**src/rtl/multdiv_pkg.sv**
```systemverilog
// Shared types and constants for the sequential multiply/divide unit.
package multdiv_pkg;

    localparam int WIDTH_DEF = 32;

    typedef enum logic [1:0] {
        ST_IDLE = 2'd0,
        ST_MUL  = 2'd1,
        ST_DIV  = 2'd2,
        ST_DONE = 2'd3
    } state_t;

    typedef enum logic [1:0] {
        BOOTH_NONE = 2'd0,
        BOOTH_ADD  = 2'd1,
        BOOTH_SUB  = 2'd2
    } booth_t;

    function automatic int cnt_width(input int iters);
        return $clog2(iters) + 1;
    endfunction

    localparam int CNT_W = cnt_width(WIDTH_DEF);

    // Radix-2 Booth recoding of the pair (Q[0], q_-1).
    function automatic booth_t booth_sel(input logic q0, input logic qm1);
        booth_t sel;
        case ({q0, qm1})
            2'b01:   sel = BOOTH_ADD;
            2'b10:   sel = BOOTH_SUB;
            default: sel = BOOTH_NONE;
        endcase
        return sel;
    endfunction

endpackage

```
**src/rtl/cla_adder32.sv**
```systemverilog
// 8-bit carry-lookahead block and the WIDTH-bit adder chained from it
// through a second-level group carry ripple.
module cla_block8 (
    input  logic [7:0] x,
    input  logic [7:0] y,
    input  logic       cin,
    output logic [7:0] s,
    output logic       g,
    output logic       p
);
    logic [7:0] w_g;
    logic [7:0] w_p;
    logic [8:0] w_c;
    logic [8:0] w_c0;

    // Flattened lookahead: c[i+1] = g[i] | p[i]g[i-1] | ... | p[i..0]cin.
    function automatic logic [8:0] lookahead(input logic [7:0] gg, input logic [7:0] pp,
                                             input logic ci);
        logic [8:0] c;
        logic       prod;
        c    = '0;
        c[0] = ci;
        for (int i = 0; i < 8; i++) begin
            c[i+1] = gg[i];
            prod   = pp[i];
            for (int j = i - 1; j >= 0; j--) begin
                c[i+1] = c[i+1] | (prod & gg[j]);
                prod   = prod & pp[j];
            end
            c[i+1] = c[i+1] | (prod & ci);
        end
        return c;
    endfunction

    always_comb begin
        w_g  = x & y;
        w_p  = x ^ y;
        w_c  = lookahead(w_g, w_p, cin);
        w_c0 = lookahead(w_g, w_p, 1'b0);
        s    = w_p ^ w_c[7:0];
        g    = w_c0[8];
        p    = &w_p;
    end
endmodule

module cla_adder32 import multdiv_pkg::*; #(
    parameter int WIDTH = WIDTH_DEF
) (
    input  logic [WIDTH-1:0] x,
    input  logic [WIDTH-1:0] y,
    input  logic             cin,
    output logic [WIDTH-1:0] S,
    output logic             cout
);
    localparam int NB = WIDTH / 8;

    logic [NB-1:0] w_g;
    logic [NB-1:0] w_p;
    logic [NB:0]   w_c;

    assign w_c[0] = cin;

    for (genvar b = 0; b < NB; b++) begin : g_blk
        cla_block8 u_blk (
            .x   (x[8*b +: 8]),
            .y   (y[8*b +: 8]),
            .cin (w_c[b]),
            .s   (S[8*b +: 8]),
            .g   (w_g[b]),
            .p   (w_p[b])
        );
        assign w_c[b+1] = w_g[b] | (w_p[b] & w_c[b]);
    end

    assign cout = w_c[NB];
endmodule

```
**src/rtl/multdiv_seq.sv**
```systemverilog
// Multicycle signed multiplier (radix-2 Booth) / divider (non-restoring on
// magnitudes) sharing one carry-lookahead adder, one add/sub per cycle.
module multdiv_seq import multdiv_pkg::*; #(
    parameter int WIDTH = WIDTH_DEF
) (
    input  logic             clock,
    input  logic             reset_n,
    input  logic             ctrl_MULT,
    input  logic             ctrl_DIV,
    input  logic [WIDTH-1:0] data_operandA,
    input  logic [WIDTH-1:0] data_operandB,
    output logic [WIDTH-1:0] data_result,
    output logic             data_exception,
    output logic             data_resultRDY
);
    localparam int ITERS = WIDTH;
    localparam int CW    = cnt_width(ITERS);

    state_t           r_state;
    logic [CW-1:0]    r_cnt;
    logic [WIDTH:0]   r_hi;     // Booth accumulator (low WIDTH bits) or signed remainder
    logic [WIDTH-1:0] r_lo;     // Booth multiplier Q or dividend/quotient shift register
    logic             r_qm1;
    logic [WIDTH-1:0] r_m;      // multiplicand or divisor magnitude
    logic             r_neg;
    logic             r_dz;
    logic [WIDTH-1:0] r_result;
    logic             r_exc;
    logic             r_rdy;

    booth_t           w_booth;
    logic [WIDTH:0]   w_rs;
    logic [WIDTH-1:0] w_x;
    logic [WIDTH-1:0] w_y;
    logic             w_cin;
    logic [WIDTH-1:0] w_sum;
    logic             w_cout;
    logic [WIDTH-1:0] w_msum;
    logic             w_msign;
    logic [WIDTH-1:0] w_acc_nx;
    logic [WIDTH-1:0] w_mlo_nx;
    logic             w_mexc;
    logic [WIDTH:0]   w_rem_nx;
    logic [WIDTH-1:0] w_quo_nx;
    logic [WIDTH-1:0] w_dres;
    logic             w_dexc;
    logic             w_last;
    logic [WIDTH-1:0] w_mag_a;
    logic [WIDTH-1:0] w_mag_b;

    function automatic logic [WIDTH-1:0] negate(input logic [WIDTH-1:0] v);
        return ~v + {{(WIDTH-1){1'b0}}, 1'b1};
    endfunction

    always_comb begin
        w_booth = booth_sel(r_lo[0], r_qm1);
        w_rs    = {r_hi[WIDTH-1:0], r_lo[WIDTH-1]};
        w_x     = r_hi[WIDTH-1:0];
        w_y     = r_m;
        w_cin   = 1'b0;
        if (r_state == ST_DIV) begin
            w_x   = w_rs[WIDTH-1:0];
            w_y   = r_hi[WIDTH] ? r_m : ~r_m;
            w_cin = ~r_hi[WIDTH];
        end else if (w_booth == BOOTH_SUB) begin
            w_y   = ~r_m;
            w_cin = 1'b1;
        end
    end

    cla_adder32 #(.WIDTH(WIDTH)) u_add (
        .x    (w_x),
        .y    (w_y),
        .cin  (w_cin),
        .S    (w_sum),
        .cout (w_cout)
    );

    // The true sign of the (WIDTH+1)-bit sum is recovered from the carry so
    // that subtracting the most negative multiplicand shifts in the right bit.
    always_comb begin
        w_msum   = (w_booth == BOOTH_NONE) ? r_hi[WIDTH-1:0] : w_sum;
        w_msign  = (w_booth == BOOTH_NONE) ? r_hi[WIDTH-1]
                                           : (r_hi[WIDTH-1] ^ w_y[WIDTH-1] ^ w_cout);
        w_acc_nx = {w_msign, w_msum[WIDTH-1:1]};
        w_mlo_nx = {w_msum[0], r_lo[WIDTH-1:1]};
        w_mexc   = (w_acc_nx != {WIDTH{w_mlo_nx[WIDTH-1]}});

        w_rem_nx = {w_rs[WIDTH] ^ ~r_hi[WIDTH] ^ w_cout, w_sum};
        w_quo_nx = {r_lo[WIDTH-2:0], ~w_rem_nx[WIDTH]};
        w_dres   = r_dz ? '0 : (r_neg ? negate(w_quo_nx) : w_quo_nx);
        w_dexc   = r_dz | (~r_neg & w_quo_nx[WIDTH-1]);

        w_last   = (r_cnt == CW'(ITERS - 1));
        w_mag_a  = data_operandA[WIDTH-1] ? negate(data_operandA) : data_operandA;
        w_mag_b  = data_operandB[WIDTH-1] ? negate(data_operandB) : data_operandB;
    end

    always_ff @(posedge clock or negedge reset_n) begin
        if (!reset_n) begin
            r_state  <= ST_IDLE;
            r_cnt    <= '0;
            r_hi     <= '0;
            r_lo     <= '0;
            r_qm1    <= 1'b0;
            r_m      <= '0;
            r_neg    <= 1'b0;
            r_dz     <= 1'b0;
            r_result <= '0;
            r_exc    <= 1'b0;
            r_rdy    <= 1'b0;
        end else if (ctrl_MULT || ctrl_DIV) begin
            r_cnt    <= '0;
            r_hi     <= '0;
            r_qm1    <= 1'b0;
            r_result <= '0;
            r_exc    <= 1'b0;
            r_rdy    <= 1'b0;
            if (ctrl_MULT) begin
                r_state <= ST_MUL;
                r_lo    <= data_operandB;
                r_m     <= data_operandA;
                r_neg   <= 1'b0;
                r_dz    <= 1'b0;
            end else begin
                r_state <= ST_DIV;
                r_lo    <= w_mag_a;
                r_m     <= w_mag_b;
                r_neg   <= data_operandA[WIDTH-1] ^ data_operandB[WIDTH-1];
                r_dz    <= (data_operandB == '0);
            end
        end else begin
            case (r_state)
                ST_MUL: begin
                    r_hi  <= {1'b0, w_acc_nx};
                    r_lo  <= w_mlo_nx;
                    r_qm1 <= r_lo[0];
                    r_cnt <= r_cnt + CW'(1);
                    if (w_last) begin
                        r_state  <= ST_DONE;
                        r_result <= w_mlo_nx;
                        r_exc    <= w_mexc;
                        r_rdy    <= 1'b1;
                    end
                end
                ST_DIV: begin
                    r_hi  <= w_rem_nx;
                    r_lo  <= w_quo_nx;
                    r_cnt <= r_cnt + CW'(1);
                    if (w_last) begin
                        r_state  <= ST_DONE;
                        r_result <= w_dres;
                        r_exc    <= w_dexc;
                        r_rdy    <= 1'b1;
                    end
                end
                ST_DONE: begin
                    r_state <= ST_IDLE;
                    r_rdy   <= 1'b0;
                end
                default: begin
                    r_rdy <= 1'b0;
                end
            endcase
        end
    end

    assign data_result    = r_result;
    assign data_exception = r_exc;
    assign data_resultRDY = r_rdy;
endmodule

```
**config.mk**
```make
export PLATFORM = sky130hd
export DESIGN_NAME = multdiv_seq
export DESIGN_NICKNAME = d
export VERILOG_FILES = /design/src/rtl/multdiv_pkg.sv /design/src/rtl/cla_adder32.sv /design/src/rtl/multdiv_seq.sv
export SDC_FILE = /design/constraint.sdc
export NUM_CORES = 1
export LEC_CHECK = 0
export CORE_ASPECT_RATIO = 0.5
export CORE_MARGIN = 4
export CORE_UTILIZATION = 58
export DETAILED_ROUTE_END_ITERATION = 16
export PLACE_DENSITY = 0.8
export SYNTH_ARGS = -nofsm -noshare
export SYNTH_HDL_FRONTEND = slang
export SYNTH_SLANG_ARGS = --single-unit
```
**constraint.sdc**
```tcl
create_clock -name clock -period 6.3 [get_ports clock]
set_input_delay 1.26 -clock clock [delete_from_list [all_inputs] [get_ports clock]]
set_output_delay 1.26 -clock clock [all_outputs]
set_load 0.05 [all_outputs]
```
[Word-level counts from Yosys, hierarchy flattened]
Index checks and enable logic that the tools add are counted.
Storage, ports and cells
  bits in registers: 142
  output and inout port bits: 34
  logic and storage cells: 502
Cells by class
  $add $sub $neg: 4
  equality and inequality tests: 11
  muxes and demuxes: 40
  bitwise gates (word level): 422
  reduce and logical (&&, ||, !) cells: 14
Operators with widths (count)
  $mux 32: 15
  $and 1x1->1: 253
  $or 1x1->1: 145
  $not 32->32: 4
  $pmux 32 s2: 2
  $add 32x1->32 const B: 3
  $pmux 33 s2: 1
  $xor 8x8->8: 8
  $mux 33: 1
  $and 8x8->8: 4
  $logic_not 32->1: 1
  $ne 32x32->1: 1
  $reduce_and 8->1: 4
  $mux 1: 13
  $mux 6: 2
  $eq 2x2->1 const B: 4
  $pmux 2 s2: 2
  $add 6x1->6 const B: 1
  $eq 6x5->1 const B: 1
  $mux 2: 3
  $reduce_bool 3->1: 2
  $xor 1x1->1: 5
  $eq 2x1->1 const B: 2
  $reduce_bool 2->1: 2
  10 further kinds: 12

[Logic depth before layout (Yosys ltp)]
Gate-level depths: netlist of run 1.
  depth after elaboration: 30
  gate-level depth with buffers: 23
  gate-level depth less buffers: 21

[Cells and area by module]
Synthesis of run 1 repeated with hierarchy kept, for this count alone.
Unflattened totals
  cells, all modules: 1430
  area total of the unflattened synthesis: 12127.9 µm²
By module, submodules not included
  multdiv_seq: instances 1, cells each 1249, area each 10582.6 µm², sequential area each 3553.4 µm²
  cla_block8 at u_add.g_blk[0].u_blk ...: instances 3, cells each 44, area each 382.9 µm², sequential area each 0.0 µm²
  cla_block8 at u_add.g_blk[3].u_blk: instances 1, cells each 44, area each 357.8 µm², sequential area each 0.0 µm²
  cla_adder32: instances 1, cells each 5, area each 38.8 µm², sequential area each 0.0 µm²

[Least setup slack after synthesis of run 1]
Ideal clock, no wire load.
  kind: register to register
  start point: register r_state[0]
  end point: register r_exc (netlist: data_exception)
  arrival time: 5296 ps
  slack: 868 ps
  stages on the path, launching flop included: 23
  path buffers: 4
  clock period less this slack: 5432 ps
  path through: dfrtp_1 inv_1 ha_1 clkbuf_1 clkbuf_1 clkbuf_1 buf_1 mux2_2 ha_1 nand3_1 a21oi_1 o21a_1 o21ai_1 and2_1 fa_1 xor2_1 nor2_1 a21oi_1 or4_1 a221oi_1 o211ai_1 a2111oi_0 a31oi_1
Between the ends
  word-level cells in the longest chain between the ends: 24
  elaborated cells on any way between the ends: 429
  classes of those cells: eq/ne: 5; mux: 8; bitwise: 410; reduce/logical: 6
RTL lines
  from (decl): line multdiv_seq.sv:19  | state_t r_state;
  from (signal assigned): line multdiv_seq.sv:101  | r_state <= ST_IDLE;
  from (signal assigned): line multdiv_seq.sv:120  | r_state <= ST_MUL;
  from (signal assigned): line multdiv_seq.sv:126  | r_state <= ST_DIV;
  $eq 2x2->1: line multdiv_seq.sv:61, multdiv_seq.sv:133
  $mux 32: line multdiv_seq.sv:61  | if (r_state == ST_DIV) begin
  $xor 8x8->8 / $and 8x8->8 (equally long branches): line cla_adder32.sv:37, cla_adder32.sv:36
  $and 1x1->1, on equally long branches: line cla_adder32.sv:27, cla_adder32.sv:28
  $or 1x1->1 / $and 1x1->1 (equally long branches)
  $or 1x1->1 (tied with other cells): line cla_adder32.sv:27  | c[i+1] = c[i+1] | (prod & gg[j]);
  $or 1x1->1 (tied with other cells)
  $or 1x1->1 (tied with other cells): line cla_adder32.sv:27
  [... 8 more ...]
  $and 1x1->1, on equally long branches: line cla_adder32.sv:30, cla_adder32.sv:72
  $or 1x1->1, on equally long branches: line cla_adder32.sv:30, cla_adder32.sv:72
  $xor 8x8->8 / $xor 1x1->1 (equally long branches): line cla_adder32.sv:40, multdiv_seq.sv:84
  $mux 32 / $mux 1 (equally long branches): line multdiv_seq.sv:82, multdiv_seq.sv:83
  $ne 32x32->1: line multdiv_seq.sv:87  | w_mexc = (w_acc_nx != {WIDTH{w_mlo_nx[WIDTH-1]}});
  $mux 1: line multdiv_seq.sv:139  | if (w_last) begin
  $pmux 1 s2: line multdiv_seq.sv:133  | case (r_state)
  $mux 1: line multdiv_seq.sv:112  | end else if (ctrl_MULT || ctrl_DIV) begin
  to (signal assigned): line multdiv_seq.sv:142  | r_exc <= w_mexc;
  to (signal assigned): line multdiv_seq.sv:153  | r_exc <= w_dexc;
  to (decl): line multdiv_seq.sv:28  | logic r_exc;
Several ways; a longest one is shown, not always the timed one. The select of a mux whose other input is x is not followed.
A chain may end at the register's enable or synchronous reset.

[Worst setup path in the final report of run 1]
  start point: register r_state[0]
  end point: register r_result[30] (netlist: data_result[30])
Between the ends
  word-level cells in the longest chain between the ends: 27
  elaborated cells on any way between the ends: 118
  classes of those cells: add/sub: 1; eq/ne: 4; mux: 8; bitwise: 99; reduce/logical: 6
RTL lines
  $eq 2x2->1: line multdiv_seq.sv:61, multdiv_seq.sv:133
  $mux 32: line multdiv_seq.sv:61
  $xor 8x8->8 / $and 8x8->8 (equally long branches): line cla_adder32.sv:37, cla_adder32.sv:36
  $and 1x1->1, on equally long branches: line cla_adder32.sv:27, cla_adder32.sv:28
  $or 1x1->1 / $and 1x1->1 (equally long branches)
  $or 1x1->1 (tied with other cells): line cla_adder32.sv:27
  $or 1x1->1 (tied with other cells)
  $or 1x1->1 (tied with other cells): line cla_adder32.sv:27
  [... 10 more ...]
  $xor 1x1->1: line multdiv_seq.sv:89  | w_rem_nx = {w_rs[WIDTH] ^ ~r_hi[WIDTH] ^ w_cout, w_sum};
  $not 1->1: line multdiv_seq.sv:90  | w_quo_nx = {r_lo[WIDTH-2:0], ~w_rem_nx[WIDTH]};
  $not 32->32: line multdiv_seq.sv:52  | return ~v + {{(WIDTH-1){1'b0}}, 1'b1};
  $add 32x1->32: line multdiv_seq.sv:52
  $mux 32 (2 in a row): line multdiv_seq.sv:91  | w_dres = r_dz ? '0 : (r_neg ? negate(w_quo_nx) : w_quo_nx);
  $mux 32: line multdiv_seq.sv:150  | if (w_last) begin
  $pmux 32 s2: line multdiv_seq.sv:133
  $mux 32: line multdiv_seq.sv:112
  to (signal assigned): line multdiv_seq.sv:141  | r_result <= w_mlo_nx;
  to (signal assigned): line multdiv_seq.sv:152  | r_result <= w_dres;
  to (decl): line multdiv_seq.sv:27  | logic [WIDTH-1:0] r_result;
Several ways; a longest one is shown, not always the timed one. The select of a mux whose other input is x is not followed.

==> results of run 1 <==
-- stage by stage --
step	power, W	std cells
6_report	0.00330	1775
5_1_grt	0.00348	1775
4_1_cts	0.00328	1774
3_5_place_dp	0.00227	1742
3_3_place_gp	0.00223	1742
2_1_floorplan	0.00193	1462
-- layout by cell type, fill, tap and decap left out, drive strengths merged, types with 41 or more instances in the layout --
master         instances
dfrtp                142
clkdlybuf4s50         98
o21ai                167
nor2                  94
a21oi                119
xnor2                 79
nand2                185
xor2                  74
ha                    41
a211oi                51
-- worst paths after layout --
check	from	end	slack, ps	cells past startpoint
setup / recovery	r_state[0]	data_result[30]	510	23
hold / removal	data_result[4]	data_result[4]	510	1
setup reg to reg	r_state[0]	data_result[30]	510	23
hold reg to reg	data_result[4]	data_result[4]	510	1
max in group asynchronous	reset_n	r_m[6]	4150	2
min in group asynchronous	reset_n	data_result[4]	890	1
-- logic make-up after synthesis --
family	share of synthesized area
AOI/OAI and AO/OA	0.255
and+or+nand+nor	0.173
xor gates and xnor gates	0.114
DFF	0.303
buffers and inverters	0.0451
muxes	0.0602
adders and majority gates	0.0505
-- layer usage --
layer / wire [um] / share of wire / vias up
met5: 0 / 0 / -
met4: 513 / 0.014 / 0
met2: 15400 / 0.43 / 490
li1: - / - / 5306
met1: 16300 / 0.46 / 5307
met3: 3470 / 0.097 / 40
-- area by class of cell --
type | instances | area, um^2
fill | 1608 | 6270
multi-input combinational | 1180 | 7680
clock buffer | 20 | 467
sequential | 142 | 3550
inverter | 37 | 139
antenna | 1 | 2.50
timing repair buffer | 117 | 1130
clock inverter | 12 | 111
tap | 266 | 333
-- flip-flops by register name (all words and copies together), names as in the netlist --
name            count
r_hi               33
data_resultRDY      1
data_result        32
r_state             2
r_dz                1
data_exception      1
r_m                32
r_qm1               1
r_lo               32
r_cnt               6
r_neg               1
-- report_power, final --
part           internal, W  switching, W
logic             0.000481      0.000730
registers         0.000975      0.000104
clock network     0.000575      0.000431
total              0.00203       0.00126
==> out/summary.md, run 1 <==
## Run status
• completed — run status

## Synthesis
• 59 — unique cell type count in the Yosys netlist
• 1,462 — number of standard cells after synthesis
• nand2_1 — top-count cell post-synth
• dfrtp_1 — cell accounting for the most synthesized area
• 0 — number of enable flip-flop cells after synthesis
• 185 x nand2_1, 162 x o21ai_0, 142 x dfrtp_1 — commonest cells in the synthesized netlist
• 142 — post-synthesis sequential element count
• dfrtp_1 — Main synth FF type
• 0.303 — fraction of synthesized cell area taken by the top area cell type
• dfrtp_1 30%, o21ai_0 6.9%, nand2_1 5.9%, xnor2_1 5.9%, xor2_1 5.5% — cell types occupying the most area after synthesis
• 1,575 — number of nets in the synthesized netlist
• 0 — number of warnings printed during yosys synthesis
• 11,700 um^2 — area of the mapped netlist
• 0.303 — sequential cell area fraction in the yosys report
• 8.03 um^2 — mean cell area of the mapped netlist
• 1.00 — ys async rst share

## Route
• 0 — post-route ant nets
• 0 — final routed DRC violation total
• 20.1 um — detailed-route wire length per cell
• 6.28 — number of vias per cell
• 35.6 mm — sum of routed wire length over all layers
• 1,111 — First DRT Iteration DRCs
• 11,100 — detailed-route via count
• 6 — Pre-antenna DRT Iters

## Clocking
• clkbuf_16 — Root Buffer
• 142 — CTS Sinks
• built — clock tree from TritonCTS
• 0 — count of cells resized by post-cts repair
• 4 — CTS H-tree depth
• 70 ps — clock slew at the register clock pins of the worst setup and hold paths
• 17 — total CTS buffers
• 2 — Clock Tree Buf Depth
• 0 — hold bufs inserted after CTS
• 0 — setup repair bufs after CTS
• 450 ps — clock latency reported for the late side of the worst-skew pair

## Placement
• 25.3 mm — half-perimeter wire length after detailed placement
• 718 ps — worst slack, placed
• 12,800 um^2 — area post-placement
• 0.950 — final weighted congestion in routability-driven placement
• 101 — port bufs

## STA
• 0.920 — part of the cycle the worst path needs
• 1050 ps — transition time at the pin with the least slew margin
• 0 — count of pins over their slew limit
• 506 ps — worst path setup slack after routing
• 5790 ps — minimum clock period after layout
• 0 — final setup violation count
• 0 ps — setup TNS
• 0.301 — Max transition margin
• no — setup repair after global routing missed its margin
• 0 — Hold Fails Final Rpt
• 507 ps — WHS
• 173 MHz — FMAX
• 17.6 ps — clock skew

## GRT
• 1 — antenna violations before repair
• met1 — layer with the highest usage after global routing
• 10,300 — number of global-route vias before repair
• 0.0759 — met3 usage
• 99 — largest net degree at the start of global routing
• 0.465 — met1 track utilization from global routing
• 0 — gr ovfl total
• 56.8 mm — global-route wire length before repair
• 0.464 — met2 track demand over resource in global routing
• 0.314 — gr usage total

## Worst setup path
• flop to flop — crit path kind
• and2_2 — standard cell with the maximum stage delay on the critical path
• compound AO/OA/AOI/OAI gates — category of cells accounting for the largest share of critical-path delay
• 6640 ps — data required time at the worst endpoint
• 22 — maximum net fanout on the critical path
• 550 ps — Crit path largest cell delay
• flop — Worst Setup Start Kind
• flop — Worst Setup End Kind
• 4 — number of buffers and inverters on the critical path
• inv_1, ha_2, buf_4, nand2b_1, and2_2, buf_4, xnor2_1, ha_1, a21o_1, a21o_1, a21oi_1, o21ai_0, a21oi_1, a21bo_2, xnor2_1, inv_1, ha_1, nand4_1, or2_1, o21ai_1, xor2_1, o22ai_1, a22o_1 — crit-path cells
• 6140 ps — arrival time of the worst setup path

## Final layout
• 0.0776 — share of post-route cells with drive strength above 1
• 14.3% — area added between synthesis and finish
• 13,400 um^2 — post-route cell area
• 1,608 — number of nets at the end of the flow
• 0.681 — Util after Layout

## Floorplanning
• 109 um — die height
• 102 — top-level I/O count
• 19,700 um^2 — core area
• 36 — total number of placement rows
• 0.596 — starting utilization of the core area
• 22,700 um^2 — area of the die
• 209 um — Die Wd

## Hold path
• flop to flop — worst hold path class

## Pwr
• 246 nW/um^2 — ratio of total power to cell area
• 5.41 nW — standby leakage power
• 0.000191 V — Max VDD drop

## Job
• 0 — maxcap violations

No activity file was read; power rests on OpenSTA's default activity.
==> run 2, diff against run 1 <==
CTS_CLUSTER_SIZE = 8   (was unset)
==> results of run 2 <==
Same layout as run 1: the final DEF is identical, and so are final timing and power.
==> run 3, diff against run 2 <==
CTS_CLUSTER_SIZE = unset   (was 8)
SLEW_MARGIN = 30   (was unset)
SYNTH_HIERARCHICAL = 1   (was unset)
==> out/summary.md, run 3 <==
## Worst setup path
• 20 — path depth of the worst reg2reg path
• 5980 ps — arrival time of the worst setup path
• r_state[0] — source of the critical timing path
• 48 — maximum net fanout on the critical path
• flop — Worst Setup Start Kind
• 620 ps — Register-to-Register Setup Slack
• data_result[30] — Reg-to-Reg End
• r_state[0] — worst r2r src
• flop — Worst Setup End Kind
• 6600 ps — data required time at the worst endpoint
• flop to flop — crit path kind

## STA
• 0.379 — Max transition margin
• 0.902 — part of the cycle the worst path needs
• 0 — Hold Fails Final Rpt
• 5680 ps — minimum clock period after layout
• 617 ps — worst path setup slack after routing
• 18.1 ps — clock skew
• 176 MHz — FMAX
• 923 ps — transition time at the pin with the least slew margin
• 0 — final setup violation count
• 0 ps — setup TNS
• no — setup repair after global routing missed its margin
• 0 — count of pins over their slew limit

## Clocking
• 142 — CTS Sinks
• 0 — count of cells resized by post-cts repair
• 70 ps — clock slew at the register clock pins of the worst setup and hold paths
• built — clock tree from TritonCTS
• 460 ps — clock latency reported for the late side of the worst-skew pair
• 17 — total CTS buffers
• 0 — setup repair bufs after CTS
• 4 — CTS H-tree depth
• 0 — hold bufs inserted after CTS
• clkbuf_16 — Root Buffer
• 2 — Clock Tree Buf Depth

## Pwr
• 5.68 nW — standby leakage power
• 256 nW/um^2 — ratio of total power to cell area
• 0.000211 V — Max VDD drop

## Synthesis
• 0.164 — simple-gate area share of the yosys netlist
• dfrtp_1 — top-count cell post-synth
• 0 — number of enable flip-flop cells after synthesis
• 0.293 — sequential cell area fraction in the yosys report
• 72 — unique cell type count in the Yosys netlist
• 0.254 — area fraction in compound gates after synthesis
• compound AO/OA/AOI/OAI gates — main combinational cell family by area after synthesis
• 1,546 — number of nets in the synthesized netlist
• 142 — post-synthesis sequential element count
• 0.104 — area share of xor/xnor cells in the synthesized design
• 12,100 um^2 — area of the mapped netlist
• 1.00 — ys async rst share
• 142 x dfrtp_1, 125 x nor2_1, 107 x o21ai_0 — commonest cells in the synthesized netlist
• 8.48 um^2 — mean cell area of the mapped netlist
• dfrtp_1 — cell accounting for the most synthesized area
• 1,430 — number of standard cells after synthesis
• 0.0520 — arithmetic-cell share of the synthesized area counting full adders, half adders and majority gates
• 0.0888 — mux share of post-synthesis cell area
• 6 — number of warnings printed during yosys synthesis
• dfrtp_1 29%, xnor2_1 5.8%, mux2i_1 5.4%, ha_1 4.5%, o21ai_0 4.4% — cell types occupying the most area after synthesis
• dfrtp_1 — Main synth FF type
• 0.293 — fraction of synthesized cell area taken by the top area cell type

## Floorplanning
• 102 — top-level I/O count
• 213 um — Die Wd
• 23,400 um^2 — area of the die
• 0.590 — starting utilization of the core area
• 110 um — die height
• 37 — total number of placement rows
• 20,600 um^2 — core area

## Final layout
• 13.7% — area added between synthesis and finish
• dfrtp_1 — most frequent standard cell in the layout excluding fill and tap cells
• 141 x dfrtp_1, 125 x nor2_1, 107 x o21ai_0 — highest-count cells in the layout ignoring fill and taps
• 1,576 — number of nets at the end of the flow
• 0.0903 — share of post-route cells with drive strength above 1
• r_hi — register name with the most flops
• 33 — flip-flop count of the largest register after layout
• 1,684 — number of filler cells placed in the layout

## Placement
• 101 — port bufs
• 709 ps — worst slack, placed
• 26.4 mm — half-perimeter wire length after detailed placement
• 0.957 — final weighted congestion in routability-driven placement

## GRT
• 10,600 — number of global-route vias before repair
• 100 — largest net degree at the start of global routing
• 1 — antenna violations before repair
• 0.318 — gr usage total
• 58.7 mm — global-route wire length before repair
• 0 — gr ovfl total

## Route
• 0 — final routed DRC violation total
• 37.1 mm — sum of routed wire length over all layers
• 6 — Pre-antenna DRT Iters
• 21.2 um — detailed-route wire length per cell
• 0 — post-route ant nets
• 1,490 — First DRT Iteration DRCs
• 6.66 — number of vias per cell
• 11,600 — detailed-route via count

## Hold path
• data_result[2] — Hold Crit Start
• flop to flop — worst hold path class
• data_result[2] — worst hold path endpoint
• 1 — cell depth of the worst min-delay path

## Job
• 0 — maxcap violations

## Run status
• completed — run status

## run 3: cell count changes in the layout (fill, tap and decap cells not counted), moves of 17 or more
cell      change
nand2_1     -100
mux2i_1      +37
o21ai_0      -55
a21oi_1      -19
o211ai_1     -17
nor2_1       +34
## run 3: routing by layer
| metal | global-route usage | part of all wire | up-vias |
|---|---|---|---|
| met2 | 0.471 | 0.43 | 575 |
| li1 | - | - | 5360 |
| met1 | 0.474 | 0.46 | 5648 |
| met5 | 0 | 0 | - |
| met3 | 0.0701 | 0.097 | 45 |
| met4 | 0.0758 | 0.014 | 0 |
## run 3: where the power goes
part / leakage [nW] / switching, W / internal (W) / total (W)
registers: 1.84 / 0.000131 / 0.000981 / 0.00111
logic: 3.59 / 0.000845 / 0.000584 / 0.00143
clock network: 0.261 / 0.000470 / 0.000515 / 0.000985
## run 3: worst max-delay path by stage
stage	end	slack [ps]
2_1_floorplan	data_exception	520
5_1_grt	data_result[26]	320
4_1_cts	data_result[30]	680
3_3_place_gp	data_result[30]	880
3_5_place_dp	data_result[30]	710
6_report	data_result[30]	620
## run 3: critical path: stages (launching register included)
cell and delay [ps]:
dfrtp_1 440, inv_1 130, ha_4 170, buf_4 430, mux2_2 410, ha_1 340
a21o_1 200, a21o_2 200, a21oi_1 160, o21ai_0 100, a21o_1 220, a21o_1 280
a31o_1 300, xnor3_1 420, ha_1 250, nand2b_1 110, or3_1 440, or4_4 490
o21ai_1 180, xor2_1 170, o21ai_0 90
## run 3: cell families (layout without fill, tap and decap cells)
family / after synthesis / after routing
DFF: 142 / 142
buffers and inverters: 137 / 180
muxes: 103 / 103
adders and majority gates: 48 / 48
xor gates and xnor gates: 143 / 143
AOI/OAI and AO/OA: 463 / 463
and+or+nand+nor: 394 / 394
other: 0 / 1
## run 3: layout make-up
class,count,area (um^2),share of cell area
Tap cell,273,342,0.0248
Clock buffer,17,425,0.0308
Sequential cell,142,3550,0.258
Timing Repair Buffer,119,1150,0.0836
Multi-Input combinational cell,1151,8080,0.586
Clock inverter,15,128,0.00925
Antenna cell,1,2.50,0.000181
Inverter,29,109,0.00789
## run 3: per-stage QoR
| step | util | instances | power [W] | instance area (um^2) | hold slack [ps] |
|---|---|---|---|---|---|
| 6_report | 0.671 | 1747 | 0.00353 | 13800 | 520 |
| 5_1_grt | 0.671 | 1747 | 0.00371 | 13800 | 545 |
| 4_1_cts | 0.671 | 1746 | 0.00349 | 13800 | 521 |
| 3_5_place_dp | 0.644 | 1714 | 0.00251 | 13200 | 500 |
| 3_3_place_gp | 0.643 | 1714 | 0.00246 | 13200 | 497 |
| 2_1_floorplan | - | 1430 | 0.00211 | 12100 | 441 |
